**src/rtl/uart_pkg.sv**
```systemverilog
// Shared UART definitions: serializer bit-type select encodings, the
// transmit sequencer state type and a parity helper.
package uart_pkg;

  localparam logic [2:0] SEL_IDLE   = 3'b000;
  localparam logic [2:0] SEL_START  = 3'b001;
  localparam logic [2:0] SEL_DATA   = 3'b010;
  localparam logic [2:0] SEL_PARITY = 3'b011;
  localparam logic [2:0] SEL_STOP   = 3'b100;

  localparam int         DATA_BITS = 8;
  localparam logic [2:0] LAST_IDX  = 3'(DATA_BITS - 1);

  typedef enum logic [2:0] {
    ST_IDLE   = 3'd0,
    ST_START  = 3'd1,
    ST_DATA   = 3'd2,
    ST_PARITY = 3'd3,
    ST_STOP   = 3'd4
  } tx_state_t;

  // Odd parity is the complement of the XOR-reduce so that the total
  // count of ones including the parity bit is odd.
  function automatic logic calc_parity(input logic [7:0] d, input logic odd);
    return odd ? ~(^d) : (^d);
  endfunction

endpackage

```
**src/rtl/uart_baud_counter.sv**
```systemverilog
// Bit-period counter: free-runs while enabled and ticks on the last cycle
// of each CLKS_PER_BIT window; clear restarts the window.
module uart_baud_counter #(
  parameter int CLKS_PER_BIT = 434
) (
  input  logic clk,
  input  logic rst,
  input  logic clear,
  input  logic enable,
  output logic tick
);

  localparam int              CNT_W = $clog2(CLKS_PER_BIT);
  localparam logic [CNT_W-1:0] LAST = CNT_W'(CLKS_PER_BIT - 1);

  logic [CNT_W-1:0] count_reg;

  assign tick = enable && (count_reg == LAST);

  always_ff @(posedge clk) begin
    if (rst || clear) begin
      count_reg <= '0;
    end else if (enable) begin
      count_reg <= count_reg + 1'b1;
    end
  end

endmodule

```
**src/rtl/uart_tx_sequencer.sv**
```systemverilog
// UART transmit sequencer: walks START, DATA[0..7], optional PARITY, STOP
// and tells the serializer which bit to load on each bit boundary.
module uart_tx_sequencer
  import uart_pkg::*;
#(
  parameter int CLKS_PER_BIT = 434,
  parameter bit PARITY_EN    = 1'b1,
  parameter bit PARITY_ODD   = 1'b0
) (
  input  logic       clk,
  input  logic       rst,
  input  logic [7:0] tx_data,
  input  logic       tx_start,
  output logic       tx_busy,
  output logic       tx_done,
  output logic [7:0] data_q,
  output logic [2:0] out_sel,
  output logic [2:0] counter_i,
  output logic       end_bit_time,
  output logic       parity
);

  tx_state_t state_reg;
  logic      accept;
  logic      tick;

  // The tx_done cycle already shows tx_busy low, so it is excluded
  // explicitly to keep back-to-back frames one cycle apart.
  assign accept = tx_start && !tx_busy && !tx_done;

  uart_baud_counter #(
    .CLKS_PER_BIT(CLKS_PER_BIT)
  ) u_baud (
    .clk   (clk),
    .rst   (rst),
    .clear (accept || tick),
    .enable(tx_busy),
    .tick  (tick)
  );

  always_ff @(posedge clk) begin
    if (rst) begin
      state_reg    <= ST_IDLE;
      out_sel      <= SEL_IDLE;
      counter_i    <= 3'd0;
      end_bit_time <= 1'b0;
      tx_busy      <= 1'b0;
      tx_done      <= 1'b0;
      data_q       <= 8'd0;
      parity       <= 1'b0;
    end else begin
      end_bit_time <= 1'b0;
      tx_done      <= 1'b0;
      if (accept) begin
        state_reg    <= ST_START;
        out_sel      <= SEL_START;
        counter_i    <= 3'd0;
        end_bit_time <= 1'b1;
        tx_busy      <= 1'b1;
        data_q       <= tx_data;
        parity       <= calc_parity(tx_data, PARITY_ODD);
      end else if (tick) begin
        end_bit_time <= 1'b1;
        case (state_reg)
          ST_START: begin
            state_reg <= ST_DATA;
            out_sel   <= SEL_DATA;
            counter_i <= 3'd0;
          end
          ST_DATA: begin
            if (counter_i == LAST_IDX) begin
              counter_i <= 3'd0;
              if (PARITY_EN) begin
                state_reg <= ST_PARITY;
                out_sel   <= SEL_PARITY;
              end else begin
                state_reg <= ST_STOP;
                out_sel   <= SEL_STOP;
              end
            end else begin
              counter_i <= counter_i + 3'd1;
            end
          end
          ST_PARITY: begin
            state_reg <= ST_STOP;
            out_sel   <= SEL_STOP;
          end
          ST_STOP: begin
            state_reg <= ST_IDLE;
            out_sel   <= SEL_IDLE;
            tx_busy   <= 1'b0;
            tx_done   <= 1'b1;
          end
          default: begin
            state_reg <= ST_IDLE;
            out_sel   <= SEL_IDLE;
            counter_i <= 3'd0;
            tx_busy   <= 1'b0;
          end
        endcase
      end
    end
  end

endmodule

```
**config.mk**
```make
export PLATFORM = sky130hd
export DESIGN_NAME = uart_tx_sequencer
export DESIGN_NICKNAME = d
export VERILOG_FILES = /design/src/rtl/uart_pkg.sv /design/src/rtl/uart_baud_counter.sv /design/src/rtl/uart_tx_sequencer.sv
export SDC_FILE = /design/constraint.sdc
export NUM_CORES = 1
export LEC_CHECK = 0
export ABC_CLOCK_PERIOD_IN_PS = 1730
export CORE_MARGIN = 3
export CORE_UTILIZATION = 45
export CTS_BUF_LIST = sky130_fd_sc_hd__clkbuf_4
export CTS_CLUSTER_SIZE = 10
export DETAILED_ROUTE_END_ITERATION = 12
export HOLD_SLACK_MARGIN = 0.1
export PLACE_DENSITY = 0.76
export SYNTH_ARGS = -nofsm -noshare
export SYNTH_HDL_FRONTEND = slang
export SYNTH_SLANG_ARGS = --single-unit
```
**constraint.sdc**
```tcl
create_clock -name clk -period 1.73 [get_ports clk]
set_input_delay 0.2595 -clock clk [delete_from_list [all_inputs] [get_ports clk]]
set_output_delay 0.2595 -clock clk [all_outputs]
set_load 0.05 [all_outputs]
```
# Word level (Yosys, flattened, before mapping)
# Index checks and enable logic that the tools add are counted.
totals:
  register_bits: 27
  input_bits: 11
  word_cells: 51
classes:
  n_addsub: 2
  eq_ne: 9
  muxes: 12
  n_bitwise: 2
  n_reduce_logical: 17
op_table:
  columns: ["op", "count"]
  rows:
  - ["$add 9x1->9 const B", 1]
  - ["$eq 9x9->1 const B", 1]
  - ["$pmux 3 s3", 1]
  - ["$mux 1", 8]
  - ["$reduce_and 2->1", 4]
  - ["$reduce_xor 8->1", 1]
  - ["$eq 3x2->1 const B", 2]
  - ["$eq 3x3->1 const B", 2]
  - ["$mux 3", 2]
  - ["$pmux 3 s2", 1]
  - ["$reduce_or 3->1", 2]
  - ["$reduce_or 2->1", 2]
  - ["$add 3x1->3 const B", 1]
  - ["$eq 3x1->1 const B", 1]
  - ["$logic_and 1x1->1", 3]
  - ["$ne 3x3->1 const B", 1]
  - ["$logic_not 1->1", 2]
  - ["$logic_or 1x1->1", 2]
  - ["$ne 2x1->1 const B", 1]
  - ["$ne 2x2->1 const B", 1]
  - ["$not 1->1", 2]
  - ["$reduce_bool 2->1", 1]

# Longest topological paths before layout
depth:
  word_depth: 5
  ltp_mapped: 7

# Cells and area by module
# Synthesis repeated with hierarchy kept, for this count alone.
unflattened:
  hier_cells: 141
  area_unflattened_um2: 1233.7
modules_own_cells:
  columns: ["mod", "instances", "cells_each", "area_each_um2", "seq_area_each_um2"]
  rows:
  - ["uart_tx_sequencer", 1, 92, 798.3, 360.3]
  - ["uart_baud_counter", 1, 49, 435.4, 180.2]

# Worst setup path before layout
# No wires, ideal clock.
synth_path:
  path_kind: "register -> register"
  from: "register tx_busy"
  to: "register state_reg[1]"
  setup_time_ps: 74
  t_arrival_ps: 1850
  required_time_ps: 1656
  path_slack_ps: -194
  path_stages_with_launch: 6
  path_buffers: 1
  period_less_slack_ps: 1924
  cell_sequence: "dfxtp_1 buf_6 and4b_4 nand4_4 or4b_1 a31oi_1"
synth_via:
  elab_chain_len: 4
  word_cells_on_any_way: 6
  cone_classes: "6 x reduce/logical"
synth_lines:
  columns: ["item", "line_no", "source"]
  rows:
  - ["from (decl)", "uart_tx_sequencer.sv:14", "output logic tx_busy,"]
  - ["from (signal assigned)", "uart_tx_sequencer.sv:47", "tx_busy <= 1'b0;"]
  - ["from (signal assigned)", "uart_tx_sequencer.sv:59", "tx_busy <= 1'b1;"]
  - ["from (signal assigned)", "uart_tx_sequencer.sv:91", "tx_busy <= 1'b0;"]
  - ["$logic_not 1->1", "uart_tx_sequencer.sv:29", "assign accept = tx_start && !tx_busy && !tx_done;"]
  - ["$logic_and 1x1->1 (2 in series)", "uart_tx_sequencer.sv:29", null]
  - ["$reduce_or 2->1 (no source line)", null, null]
  - ["to (signal assigned)", "uart_tx_sequencer.sv:43", "state_reg <= ST_IDLE;"]
  - ["to (signal assigned)", "uart_tx_sequencer.sv:55", "state_reg <= ST_START;"]
  - ["to (signal assigned)", "uart_tx_sequencer.sv:66", "state_reg <= ST_DATA;"]
  - ["to (decl)", "uart_tx_sequencer.sv:23", "tx_state_t state_reg;"]
# Several ways; a longest one is shown, not always the timed one.
# A chain may end at the register's enable or synchronous reset.

# Final worst setup path
layout_path:
  from: "register u_baud.count_reg[1]"
  to: "register state_reg[1]"
layout_via:
  elab_chain_len: 3
layout_lines:
  columns: ["item", "line_no", "source"]
  rows:
  - ["from (decl)", "uart_baud_counter.sv:16", "logic [CNT_W-1:0] count_reg;"]
  - ["from (signal assigned)", "uart_baud_counter.sv:24", "count_reg <= count_reg + 1'b1;"]
  - ["$eq 9x9->1", "uart_baud_counter.sv:18", "assign tick = enable && (count_reg == LAST);"]
  - ["$logic_and 1x1->1", "uart_baud_counter.sv:18", null]
  - ["$reduce_and 2->1 (no source line)", null, null]
# Every way passes these cells.

==> impl_metrics.ini <==
[cts]
post_cts.repair.setup_buffers = 0
htreeDepth = 1
holdBufCountCts = 0
cts_tree = done
numCtsBuffers = 3
cts_sinks = 27
insertion_delay_ps = 340
cts_resized = 0
cts_root_buf = clkbuf_4
clockBufferDepth = 2
clk_pin_slew_ps = 160

[finish]
syn2layout_area_growth_pct = 27.7
final_nets = 193
antenna_cells = 0
fin_util = 0.616
largest_reg_flops = 9
final_cells = 207
drive_gt1_frac = 0.203

[placement]
port_buffers = 28
dp_hpwl_mm = 1.96
gp_congestion = 0.778
dp_cells = 203

[yosys]
ys_top_cells_by_area = dfxtp_1 (44%), xnor2_1 (9.3%), nand2_1 (6.7%)
yosysWarnings = 0
synth_nets = 157
synth.most_common_cell = dfxtp_1
ys_types = 29
netlist_area_um2 = 1230
seq_area_frac_synth = 0.440
synth_top_family_by_area = simple AND/OR/NAND/NOR gates
synthTopCellsByCount = dfxtp_1 (27), nand2_1 (22), nor2_1 (17)
synth_largest_area_cell = dfxtp_1
synth-simple-area-share = 0.269
synth_adder_area_share = 0.0408
synth_cells = 142
async_flop_share = 0
synth-compound-area-share = 0.0979
synth_ff_type = dfxtp_1
synth_seq_cells = 27
synth.top_cell.area_share = 0.440
synthMuxAreaShare = 0.00815
synth_xor_area_frac = 0.107
synth_edf_count = 0
syn_avg_cell_area_um2 = 8.64

[setup_path]
cp_cell_sequence = inv_1, ha_1, and4b_4, nand4_4, or4b_1, a31oi_1
startpoint_type = flop
cp-end-kind = flop
cp.required_ps = 2010
criticalPathCategory = flop to flop
arrival_ps = 1890
ff2ff_path_depth = 6
cp_max_fo = 3
worstReg2RegEnd = state_reg[1]$_SDFFE_PP0P_
crit_path_max_incr_delay_ps = 490
rrSetupSlack_ps = 120
cp_slowest_cell = or4b_1
reg2reg_from = u_baud.count_reg[1]$_SDFFE_PP0P_

[global_routing]
grt_max_degree = 17
grt_pass1_wl_mm = 4.51
grtUsageTotal = 0.169
antenna_found_initial = 0
grt_overflow = 0
grt_pass1_vias = 1040

[hold_path]
hold_class = flop to flop
min_from = data_q[4]$_SDFFE_PP0P_
holdPathStages = 2
min_to = data_q[4]$_SDFFE_PP0P_

[detailed_routing]
drtPass1Iterations = 4
ant_nets = 0
vias_per_cell = 5.16
wirelength_mm = 2.56
drc = 0
drt_iter0_drc = 39
via_count = 1069
routedWlPerCell_um = 12.4

[sta]
max_freq_ghz = 0.623
rsz0062_at_grt = no
post-route-period-util = 0.928
fin_skew_ps = 16.1
relSlewSlack = 0.591
worstMarginPinSlew_ps = 612
maxSlewViolCount = 0
fin_crit_ps = 1610
hold_violations = 0
setup_viol = 0

[die]
die-area_um2 = 3390
fp.dieH_um = 58.2
die_x_um = 58.2
pin_count = 29
coreArea_um2 = 2540
start_util = 0.482
row_count = 18

[power_and_ir_drop]
p_seq_frac = 0.567
totalPowerFinal_mw = 1.16
switching_share = 0.291
p_leak_nw = 0.616
p_per_area_nw_per_um2 = 743
pwr-share-comb = 0.192
p_clk_frac = 0.241
p_int_uw = 825
netSwitchingPower_uw = 339
ir_worst_vdd_mv = 0.659

[outcome]
status = completed

[job]
cap_violations = 0
==> cell type report <==
class | instances | area (um^2)
fillers | 259 | 977
multi-input cells | 105 | 642
flip-flops and latches | 27 | 544
repair buffers | 36 | 295
well taps | 30 | 37.5
clock buffers | 3 | 22.5
inverters | 5 | 18.8
clock inverters | 1 | 7.51
==> stage by stage <==
step / setup WS, ps / instance area (um^2) / hold slack, ps / setup TNS, ps
2_1_floorplan: 6.27 / 1230 / 329 / 0
3_3_place_gp: -36.0 / 1540 / 443 / -259
3_5_place_dp: -64.6 / 1540 / 452 / -463
4_1_cts: 103 / 1570 / 474 / 0
5_1_grt: 16.0 / 1570 / 497 / 0
6_report: 125 / 1570 / 473 / 0
==> layer usage <==
| layer | wire length [um] | vias to the layer above | part of all wire | track usage |
|---|---|---|---|---|
| met1 | 1170 | 494 | 0.46 | 0.214 |
| li1 | - | 550 | - | - |
| met2 | 1230 | 23 | 0.48 | 0.274 |
| met3 | 140 | 2 | 0.055 | 0.0579 |
| met5 | 0 | - | 0 | 0 |
| met4 | 14 | 0 | 0.0055 | 0.0430 |
==> placed cells by master, fill, tap and decap left out <==
| master | netlist | layout |
|---|---|---|
| xor2_1 | 2 | 2 |
| nor2_1 | 17 | 17 |
| or4b_1 | 1 | 1 |
| and3b_1 | 1 | 1 |
| and4_2 | 1 | 1 |
| a21oi_1 | 14 | 14 |
| a31oi_1 | 2 | 2 |
| dfxtp_4 | 0 | 1 |
| or3b_2 | 1 | 1 |
| a211oi_1 | 2 | 2 |
| clkdlybuf4s50_1 | 0 | 10 |
| o21ai_0 | 3 | 3 |
| xnor2_1 | 13 | 13 |
| nor3_1 | 5 | 5 |
| nand4_4 | 1 | 1 |
| clkbuf_4 | 0 | 3 |
| nor3b_2 | 1 | 1 |
| nor3b_1 | 1 | 1 |
| or2b_1 | 1 | 1 |
| mux2i_1 | 1 | 1 |
| and2_1 | 1 | 1 |
| nand2b_1 | 1 | 1 |
| clkinvlp_4 | 0 | 1 |
| nand3_1 | 3 | 3 |
| inv_1 | 5 | 5 |
| dfxtp_1 | 27 | 26 |
| buf_4 | 0 | 26 |
| nand4_1 | 5 | 5 |
| and4b_4 | 1 | 1 |
| a21o_1 | 1 | 1 |
| nand2_1 | 22 | 22 |
| ha_1 | 4 | 4 |
==> logic make-up (layout without fill, tap and decap cells) <==
logic type | count (synthesis) | count (layout)
simple gates | 63 | 63
flops | 27 | 27
compound gates | 22 | 22
xor+xnor | 15 | 15
buf+inv | 10 | 45
fa+ha+maj | 4 | 4
mux | 1 | 1
==> worst max-delay path: cells and delay by family (launching register included) <==
kind	cells	cell delay, ps
AND/OR/NAND/NOR	3	850
flip-flops	1	340
AO/OA/AOI/OAI	1	170
adder cells (fa/ha/maj)	1	140
buffers and inverters	1	50
==> how the worst max path moves through the flow <==
stage	startpoint	to	slack (ps)	cells past startpoint
after floorplan	tx_done$_SDFF_PP0_	u_baud.count_reg[1]$_SDFFE_PP0P_	6	5
after global placement	tx_start	u_baud.count_reg[1]$_SDFFE_PP0P_	-40	5
after detailed placement	tx_start	u_baud.count_reg[8]$_SDFFE_PP0P_	-60	5
after CTS	u_baud.count_reg[1]$_SDFFE_PP0P_	state_reg[1]$_SDFFE_PP0P_	100	6
after global routing	u_baud.count_reg[1]$_SDFFE_PP0P_	state_reg[1]$_SDFFE_PP0P_	20	6
final	u_baud.count_reg[1]$_SDFFE_PP0P_	state_reg[1]$_SDFFE_PP0P_	120	6
==> power by group through the flow <==
stage | combinational, mW | sequential (mW) | clock (mW)
CTS | 0.226 | 0.661 | 0.293
floorplan | 0.0822 | 0.733 | 0
finish | 0.224 | 0.661 | 0.280
global placement | 0.220 | 0.673 | 0
detailed placement | 0.225 | 0.674 | 0
global route | 0.242 | 0.664 | 0.311
(Power assumes the default switching activity.)
